**config.mk**
```make
export PLATFORM = sky130hd
export DESIGN_NAME = apb_completer_regfile
export DESIGN_NICKNAME = d
export VERILOG_FILES = /design/src/rtl/apb_completer_regfile.sv
export SDC_FILE = /design/constraint.sdc
export NUM_CORES = 1
export LEC_CHECK = 0
export CAP_MARGIN = 25
export CORE_MARGIN = 2
export CORE_UTILIZATION = 50
export DETAILED_ROUTE_END_ITERATION = 16
export GPL_ROUTABILITY_DRIVEN = 0
export PLACE_DENSITY_LB_ADDON = 0.2
export SLEW_MARGIN = 10
export SYNTH_ARGS = -nofsm -noshare
export SYNTH_HDL_FRONTEND = slang
export SYNTH_SLANG_ARGS = --single-unit
```
**constraint.sdc**
```tcl
create_clock -name pclk -period 30.1 [get_ports pclk]
set_input_delay 4.515 -clock pclk [delete_from_list [all_inputs] [get_ports pclk]]
set_output_delay 4.515 -clock pclk [all_outputs]
set_load 0.01 [all_outputs]
```
**src/rtl/apb_completer_regfile.sv**
```systemverilog
// APB completer terminating transfers into a bank of NUM_REGS read/write registers,
// with programmable wait states, byte strobes, privilege filtering and PSLVERR.
module apb_completer_regfile #(
    parameter int ADDR_WIDTH  = 16,
    parameter int DATA_WIDTH  = 32,
    parameter int STRB_WIDTH  = DATA_WIDTH / 8,
    parameter int NUM_REGS    = 16,
    parameter int BASE_ADDR   = 0,
    parameter int WAIT_STATES = 0,
    parameter int PRIV_ONLY   = 0
) (
    input  logic                           pclk,
    input  logic                           prst,
    input  logic [ADDR_WIDTH-1:0]          paddr,
    input  logic [2:0]                     pprot,
    input  logic                           psel,
    input  logic                           penable,
    input  logic                           pwrite,
    input  logic [DATA_WIDTH-1:0]          pwdata,
    input  logic [STRB_WIDTH-1:0]          pstrb,
    output logic                           pready,
    output logic [DATA_WIDTH-1:0]          prdata,
    output logic                           pslverr,
    output logic [NUM_REGS*DATA_WIDTH-1:0] reg_q,
    output logic [NUM_REGS-1:0]            wr_pulse
);

    localparam int LSB   = $clog2(STRB_WIDTH);
    localparam int IDX_W = (NUM_REGS > 1) ? $clog2(NUM_REGS) : 1;
    localparam logic [ADDR_WIDTH-1:0] BASE       = ADDR_WIDTH'(BASE_ADDR);
    localparam logic [ADDR_WIDTH-1:0] ALIGN_MASK = ADDR_WIDTH'(STRB_WIDTH - 1);
    localparam logic [ADDR_WIDTH-1:0] REG_LIMIT  = ADDR_WIDTH'(NUM_REGS);
    localparam logic [3:0]            WAIT_INIT  = 4'(WAIT_STATES);
    localparam logic                  ZERO_WAIT  = (WAIT_STATES == 0);

    typedef enum logic {IDLE, ACCESS} state_e;

    state_e                state_q, state_d;
    logic [3:0]            cnt_q, cnt_d;
    logic                  write_q, write_d;
    logic                  err_q, err_d;
    logic [IDX_W-1:0]      idx_q, idx_d;
    logic [DATA_WIDTH-1:0] wdata_q, wdata_d;
    logic [STRB_WIDTH-1:0] strb_q, strb_d;
    logic                  pready_q, pready_d;
    logic                  pslverr_q, pslverr_d;
    logic [DATA_WIDTH-1:0] prdata_q, prdata_d;
    logic [NUM_REGS-1:0]   wr_pulse_q, wr_pulse_d;
    logic [DATA_WIDTH-1:0] regs_q [NUM_REGS];
    logic [DATA_WIDTH-1:0] regs_d [NUM_REGS];

    // Decode of the live bus; the borrow of the subtraction flags paddr < BASE_ADDR.
    logic                  below_base;
    logic [ADDR_WIDTH-1:0] offset;
    logic [ADDR_WIDTH-1:0] idx_full;
    logic [IDX_W-1:0]      idx_now;
    logic                  err_now;

    assign {below_base, offset} = {1'b0, paddr} - {1'b0, BASE};
    assign idx_full = offset >> LSB;
    assign idx_now  = idx_full[IDX_W-1:0];
    assign err_now  = below_base || (idx_full >= REG_LIMIT) || ((offset & ALIGN_MASK) != '0)
                      || ((PRIV_ONLY != 0) && !pprot[0]);

    logic unused_ok;
    assign unused_ok = &{1'b0, pprot, idx_full};

    // NOTE: every *_d gets its hold value first so no path through this block can infer a latch.
    always_comb begin
        state_d    = state_q;
        cnt_d      = cnt_q;
        write_d    = write_q;
        err_d      = err_q;
        idx_d      = idx_q;
        wdata_d    = wdata_q;
        strb_d     = strb_q;
        pready_d   = pready_q;
        pslverr_d  = pslverr_q;
        prdata_d   = prdata_q;
        wr_pulse_d = '0;
        regs_d     = regs_q;

        case (state_q)
            IDLE: begin
                pready_d  = 1'b0;
                pslverr_d = 1'b0;
                prdata_d  = '0;
                if (psel && !penable) begin
                    state_d   = ACCESS;
                    cnt_d     = WAIT_INIT;
                    write_d   = pwrite;
                    err_d     = err_now;
                    idx_d     = idx_now;
                    wdata_d   = pwdata;
                    strb_d    = pstrb;
                    pready_d  = ZERO_WAIT;
                    pslverr_d = ZERO_WAIT && err_now;
                    if (ZERO_WAIT && !err_now && !pwrite) prdata_d = regs_q[idx_now];
                end
            end
            ACCESS: begin
                if (!psel) begin
                    state_d   = IDLE;
                    pready_d  = 1'b0;
                    pslverr_d = 1'b0;
                    prdata_d  = '0;
                end else if (penable) begin
                    if (pready_q) begin
                        if (write_q && !err_q) begin
                            wr_pulse_d[idx_q] = 1'b1;
                            for (int b = 0; b < STRB_WIDTH; b++) begin
                                if (strb_q[b]) regs_d[idx_q][b*8 +: 8] = wdata_q[b*8 +: 8];
                            end
                        end
                        state_d   = IDLE;
                        pready_d  = 1'b0;
                        pslverr_d = 1'b0;
                        prdata_d  = '0;
                    end else if (cnt_q <= 4'd1) begin
                        pready_d  = 1'b1;
                        pslverr_d = err_q;
                        if (!err_q && !write_q) prdata_d = regs_q[idx_q];
                    end else begin
                        cnt_d = cnt_q - 4'd1;
                    end
                end
            end
            default: state_d = IDLE;
        endcase
    end

    // NOTE: the register array is reset like the control flops because reg_q must read 0 out of reset.
    always_ff @(posedge pclk or posedge prst) begin
        if (prst) begin
            state_q    <= IDLE;
            cnt_q      <= '0;
            write_q    <= 1'b0;
            err_q      <= 1'b0;
            idx_q      <= '0;
            wdata_q    <= '0;
            strb_q     <= '0;
            pready_q   <= 1'b0;
            pslverr_q  <= 1'b0;
            prdata_q   <= '0;
            wr_pulse_q <= '0;
            for (int i = 0; i < NUM_REGS; i++) regs_q[i] <= '0;
        end else begin
            state_q    <= state_d;
            cnt_q      <= cnt_d;
            write_q    <= write_d;
            err_q      <= err_d;
            idx_q      <= idx_d;
            wdata_q    <= wdata_d;
            strb_q     <= strb_d;
            pready_q   <= pready_d;
            pslverr_q  <= pslverr_d;
            prdata_q   <= prdata_d;
            wr_pulse_q <= wr_pulse_d;
            regs_q     <= regs_d;
        end
    end

    assign pready   = pready_q;
    assign pslverr  = pslverr_q;
    assign prdata   = prdata_q;
    assign wr_pulse = wr_pulse_q;

    for (genvar i = 0; i < NUM_REGS; i++) begin : g_flat
        assign reg_q[i*DATA_WIDTH +: DATA_WIDTH] = regs_q[i];
    end

endmodule

```
======== Word level (Yosys, flattened, before mapping) ========
Index checks and enable logic that the tools add are counted.
storage, ports and cells
  bits in registers ....................... 609
  bits of input ports ..................... 60
  output and inout bits ................... 562
  word-level logic and storage cells ...... 138
operators by class
  add/sub/neg operators ................... 1
  magnitude comparators ................... 7
  eq/ne operators ......................... 8
  mux-type cells .......................... 74
  bitwise logic cells ..................... 3
  reduce and logical (&&, ||, !) cells .... 18
operators by type and width
  operator               count
  $mux W512              19
  $bwmux W512            4
  $demux W32 S4          4
  $mux W32               12
  $bmux W32 S4           2
  $mux W16               6
  $pmux W32 S2           1
  $mux W24               1
  $mux W4                5
  $reduce_bool A16 Y1    1
  $ge A14 B5 Y1 const B  1
  $mux W1                14
  $ge A5 B5 Y1 const B   2
  $ne A2 B2 Y1 const B   5
  $not A4 Y5             2
  $reduce_and A5 Y1      2
  $mux W8                1
  $ne A4 B2 Y1 const B   2
  $pmux W4 S2            1
  $logic_and A1 B1 Y1    6
  $pmux W1 S2            3
  $logic_not A1 Y1       5
  $lt A4 B5 Y1 const B   1
  $lt A5 B1 Y1 const B   1
  9 further kinds        10

======== Depth between registers and ports, before layout ========
  depth in word-level cells ............... 28
  mapped depth ............................ 9

======== Least setup slack after synthesis ========
No wires, ideal clock.
  kind .................................... input-to-reg
  start ................................... input paddr[2]
  end ..................................... register prdata_q[10], in the netlist prdata[10]
  arrival ................................. 6,040 ps
  required time ........................... 29,964 ps
  slack ................................... 23,924 ps
  cell stages on the path ................. 7
  buffers on the path ..................... 3
  cells stage by stage .................... clkbuf_2 -> buf_4 -> buf_2 -> mux4_2 -> mux2_2 -> nand2_1 -> a31oi_1
on the way
  longest elaborated chain between the ends .. 7
RTL lines
  item                                                       line    text
  from (decl)                                                14      input logic [ADDR_WIDTH-1:0] paddr,
  $ge A14 B5 Y1 / $not A4 Y5 (equally long branches)         62, 98
  $logic_or A1 B1 Y1 / $bmux W32 S4 (equally long branches)  62, 98
  $logic_not A1 Y1 / $mux W32 (equally long branches)        98      if (ZERO_WAIT && !err_now && !pwrite) prdata_d = regs_q[idx_now];
  $logic_and A1 B1 Y1 / $mux W32 (equally long branches)     98
  $mux W32 (*)                                               98
  $mux W32 (*)                                               88      if (psel && !penable) begin
  $pmux W32 S2 (*)                                           83      case (state_q)
  to (signal assigned)                                       157     prdata_q <= prdata_d;
  to (decl)                                                  47      logic [DATA_WIDTH-1:0] prdata_q, prdata_d;
Mark *: on every way between the ends. The rest lies on a longest branch, timed or not. The select of a mux whose other input is x is not followed.
A chain may end at the register's enable or synchronous reset.

==> results by group <==
Outcome
  – Status: completed

Drt
  – Final antenna-violating net count: 0
  – Number of detailed-routing iterations run before antenna repair: 5
  – Number of vias per cell: 6.60
  – Vias after detailed routing: 24200
  – Total Wirelength: 119 mm
  – WL/cell: 32.5 um
  – # DRC: 0
  – Number of violations reported at the end of detailed-routing iteration 0: 2426

Clock network
  – Number of gates resized after cts: 0
  – Total clock sinks: 609
  – Buffer count from post-CTS setup fixing: 0
  – Clk Latency, worst-skew pair: 0.60 ns
  – CTS Hold Buffers Added: 0
  – Clk pin slew, worst setup/hold paths: 0.06 ns
  – Longest Clk Path Bufs: 3
  – Clock tree from TritonCTS: done
  – Cts bufs inserted: 67
  – Clock tree root driver cell: sky130_fd_sc_hd__clkbuf_16
  – H-tree levels: 3

Die
  – Total I/O pin count: 622
  – Std-Cell Core Area: 61500 um^2
  – Horizontal die dimension: 253 um
  – Die boundary height: 253 um
  – Overall die area: 64000 um^2
  – Site Rows: 91
  – Initial core utilization: 0.504

Finish
  – Area added between synthesis and finish: 29.3%
  – Final Util: 0.651
  – Multi-input logic area: 15100 um^2
  – # nets final: 2892
  – Ratio of cells with drive above 1 in the final layout: 0.318
  – Register area: 15300 um^2
  – Count of fill cells added during filler insertion: 4528
  – Final Instance Area: 40100 um^2

Global routing
  – Initial antenna violation count: 7
  – Vias in the first global route: 24300
  – Largest net degree at the start of global routing: 139
  – Wire length of the first global-routing pass: 171 mm
  – Total Routing Usage GR: 0.371
  – Grt ovf: 0

Setup path
  – Kind of critical path: input pin to asynchronous set/reset pin
  – Delay of the slowest cell on the worst path: 0.75 ns
  – Series of cell instances along the critical path: clkdlybuf4s50_1, inv_8, buf_4, buf_4, buf_16, buf_4
  – Startpoint kind of the worst setup timing path: input pin
  – Crit path max fanout: 116
  – Element type at the critical path end: asynchronous set/reset pin
  – Dominant delay contributor by cell family on the critical path: buffers and inverters
  – Critical Path RT: 30.69 ns
  – Worst Path Arrival: 8.13 ns
  – Number of buffer and inverter stages on the critical path: 6
  – Worst path most repeated cell: sky130_fd_sc_hd__buf_4
  – Cell with the biggest individual delay on the critical path: sky130_fd_sc_hd__buf_4

Pwr
  – VDD IR max: 41.4 uV
  – Static Leakage: 17.9 nW
  – Total Power Consumption: 1.88 mW
  – Pwr Density: 47.0 nW/um^2

Synthesis
  – Netlist area before placement: 31000 um^2
  – Top-count cell post-synth: sky130_fd_sc_hd__dfrtp_1
  – Biggest area consumer among synthesized cells: sky130_fd_sc_hd__dfrtp_1
  – FF+latch count, synth: 609
  – Total of warnings raised by yosys: 0
  – Share of Yosys cell area claimed by the top area cell type: 0.492
  – Most common library cells after synthesis: sky130_fd_sc_hd__dfrtp_1 (609), sky130_fd_sc_hd__mux2_2 (527), sky130_fd_sc_hd__nand2_1 (197), sky130_fd_sc_hd__mux4_2 (194), sky130_fd_sc_hd__nor2_1 (112)
  – Sequential area share after synthesis: 0.492
  – EDFF count, synth: 0
  – Synth Area per Inst: 13.6 um^2
  – Netlist cell types: 47
  – Post-synth ARST share: 1.00
  – Leading post-synthesis cells by cell area: sky130_fd_sc_hd__dfrtp_1 (49%), sky130_fd_sc_hd__mux2_2 (19%), sky130_fd_sc_hd__mux4_2 (14%)
  – Most used flip-flop cell after synthesis: sky130_fd_sc_hd__dfrtp_1
  – Synthesized netlist cell count: 2271
  – Post-synth net total: 2333

STA
  – Fin Hold WS: 0.537 ns
  – Setup TNS: 0 ns
  – Final Max Slew Viols: 0
  – Worst Max-Slew Pin Slew: 1.07 ns
  – Final critical-path required period: 7.53 ns
  – RSZ-0062 raised after global routing: no
  – Worst-case clock skew: 0.0198 ns
  – Max frequency: 133 MHz
  – Final critical-path share of the clock period: 0.250
  – Final Hold Vio Count: 0
  – Finish-stage setup viols: 0
  – Rel. slew slack: 0.290

Placed design
  – Placed cell area: 37800 um^2
  – Number of buffers inserted by port buffering: 618
  – DP HPWL: 77.4 mm

Hold path
  – Kind of path behind the tightest hold check: flop to flop

Run
  – Number of violations of the max-capacitance limit: 0
-- state kept, by name, indices dropped and copies added (netlist names) --
register / count
wr_pulse: 16
pslverr: 1
strb_q: 4
state_q: 1
idx_q: 4
cnt_q: 4
write_q: 1
reg_q: 512
wdata_q: 32
prdata: 32
err_q: 1
pready: 1
-- routing by layer --
layer / vias up / GRT usage / wire length, um
met1: 12700 / 0.497 / 45500
met4: 2 / 0.160 / 5430
met5: - / 0 / 11
met2: 1531 / 0.570 / 55200
met3: 330 / 0.105 / 13200
li1: 9689 / - / -
-- cells by family (layout without fill, tap and decap cells) --
kind of cell               Yosys count  after routing  synth area share
and+or+nand+nor                    484            484            0.0768
adders and majority gates            2              2          0.000807
xor gates and xnor gates             2              2          0.000565
buffers and inverters              170            771            0.0231
AOI/OAI and AO/OA                  201            201            0.0470
DFF                                609            609             0.492
other                                0              6                 0
muxes                              803            803             0.360
-- report_power, final --
part           internal, mW  total [mW]  switching [mW]
registers             0.834       0.894          0.0598
clock network         0.473       0.810           0.337
logic                0.0715       0.180           0.108
total                  1.38        1.88           0.505
-- per-stage QoR --
step	std cells	worst slack, ns
4_1_cts	3658	22.24
6_report	3668	22.57
3_3_place_gp	3545	21.71
3_5_place_dp	3547	21.61
2_1_floorplan	2271	8.53
5_1_grt	3668	22.08
-- layout make-up --
class	instances	share of cell area
multi-input combinational	1492	0.377
sequential	609	0.381
timing repair buffer	655	0.164
clock buffer	101	0.0489
antenna	6	0.000375
tap	790	0.0247
clock inverter	10	0.00350
inverter	5	0.000656
-- cell usage in the layout, fill, tap and decap left out, types with 34 or more instances in the layout --
cell type and n:
sky130_fd_sc_hd__mux2i_1 62, sky130_fd_sc_hd__nand2_2 34, sky130_fd_sc_hd__nor2b_1 65, sky130_fd_sc_hd__nor4_1 35
sky130_fd_sc_hd__a211oi_1 63, sky130_fd_sc_hd__dfrtp_1 606, sky130_fd_sc_hd__nor2_1 112, sky130_fd_sc_hd__clkdlybuf4s50_1 615
sky130_fd_sc_hd__mux4_2 194, sky130_fd_sc_hd__a21oi_1 34, sky130_fd_sc_hd__a221oi_1 61, sky130_fd_sc_hd__mux2_2 527
sky130_fd_sc_hd__clkbuf_16 70, sky130_fd_sc_hd__nand2_1 196
-- worst paths after layout --
check	depth (start not counted)	slack, ns	startpoint	end
min in group asynchronous	2	4.46	prst	wdata_q[3]$_DFFE_PP0P_
hold / removal	2	0.54	cnt_q[3]$_DFFE_PP0P_	cnt_q[3]$_DFFE_PP0P_
setup reg to reg	5	26.11	idx_q[0]$_DFFE_PP0P_	reg_q[309]$_DFFE_PP0P_
max in group pclk	6	23.06	penable	reg_q[94]$_DFFE_PP0P_
hold reg to reg	2	0.54	cnt_q[3]$_DFFE_PP0P_	cnt_q[3]$_DFFE_PP0P_
setup / recovery	6	22.57	prst	reg_q[182]$_DFFE_PP0P_
-- tightest hold or removal path, cell delays in order (launching register included) --
cell,delay (ns)
sky130_fd_sc_hd__dfrtp_1,0.35
sky130_fd_sc_hd__xor2_1,0.07
sky130_fd_sc_hd__nor2_1,0.07
Note: power is estimated with default switching activity, not from simulation.
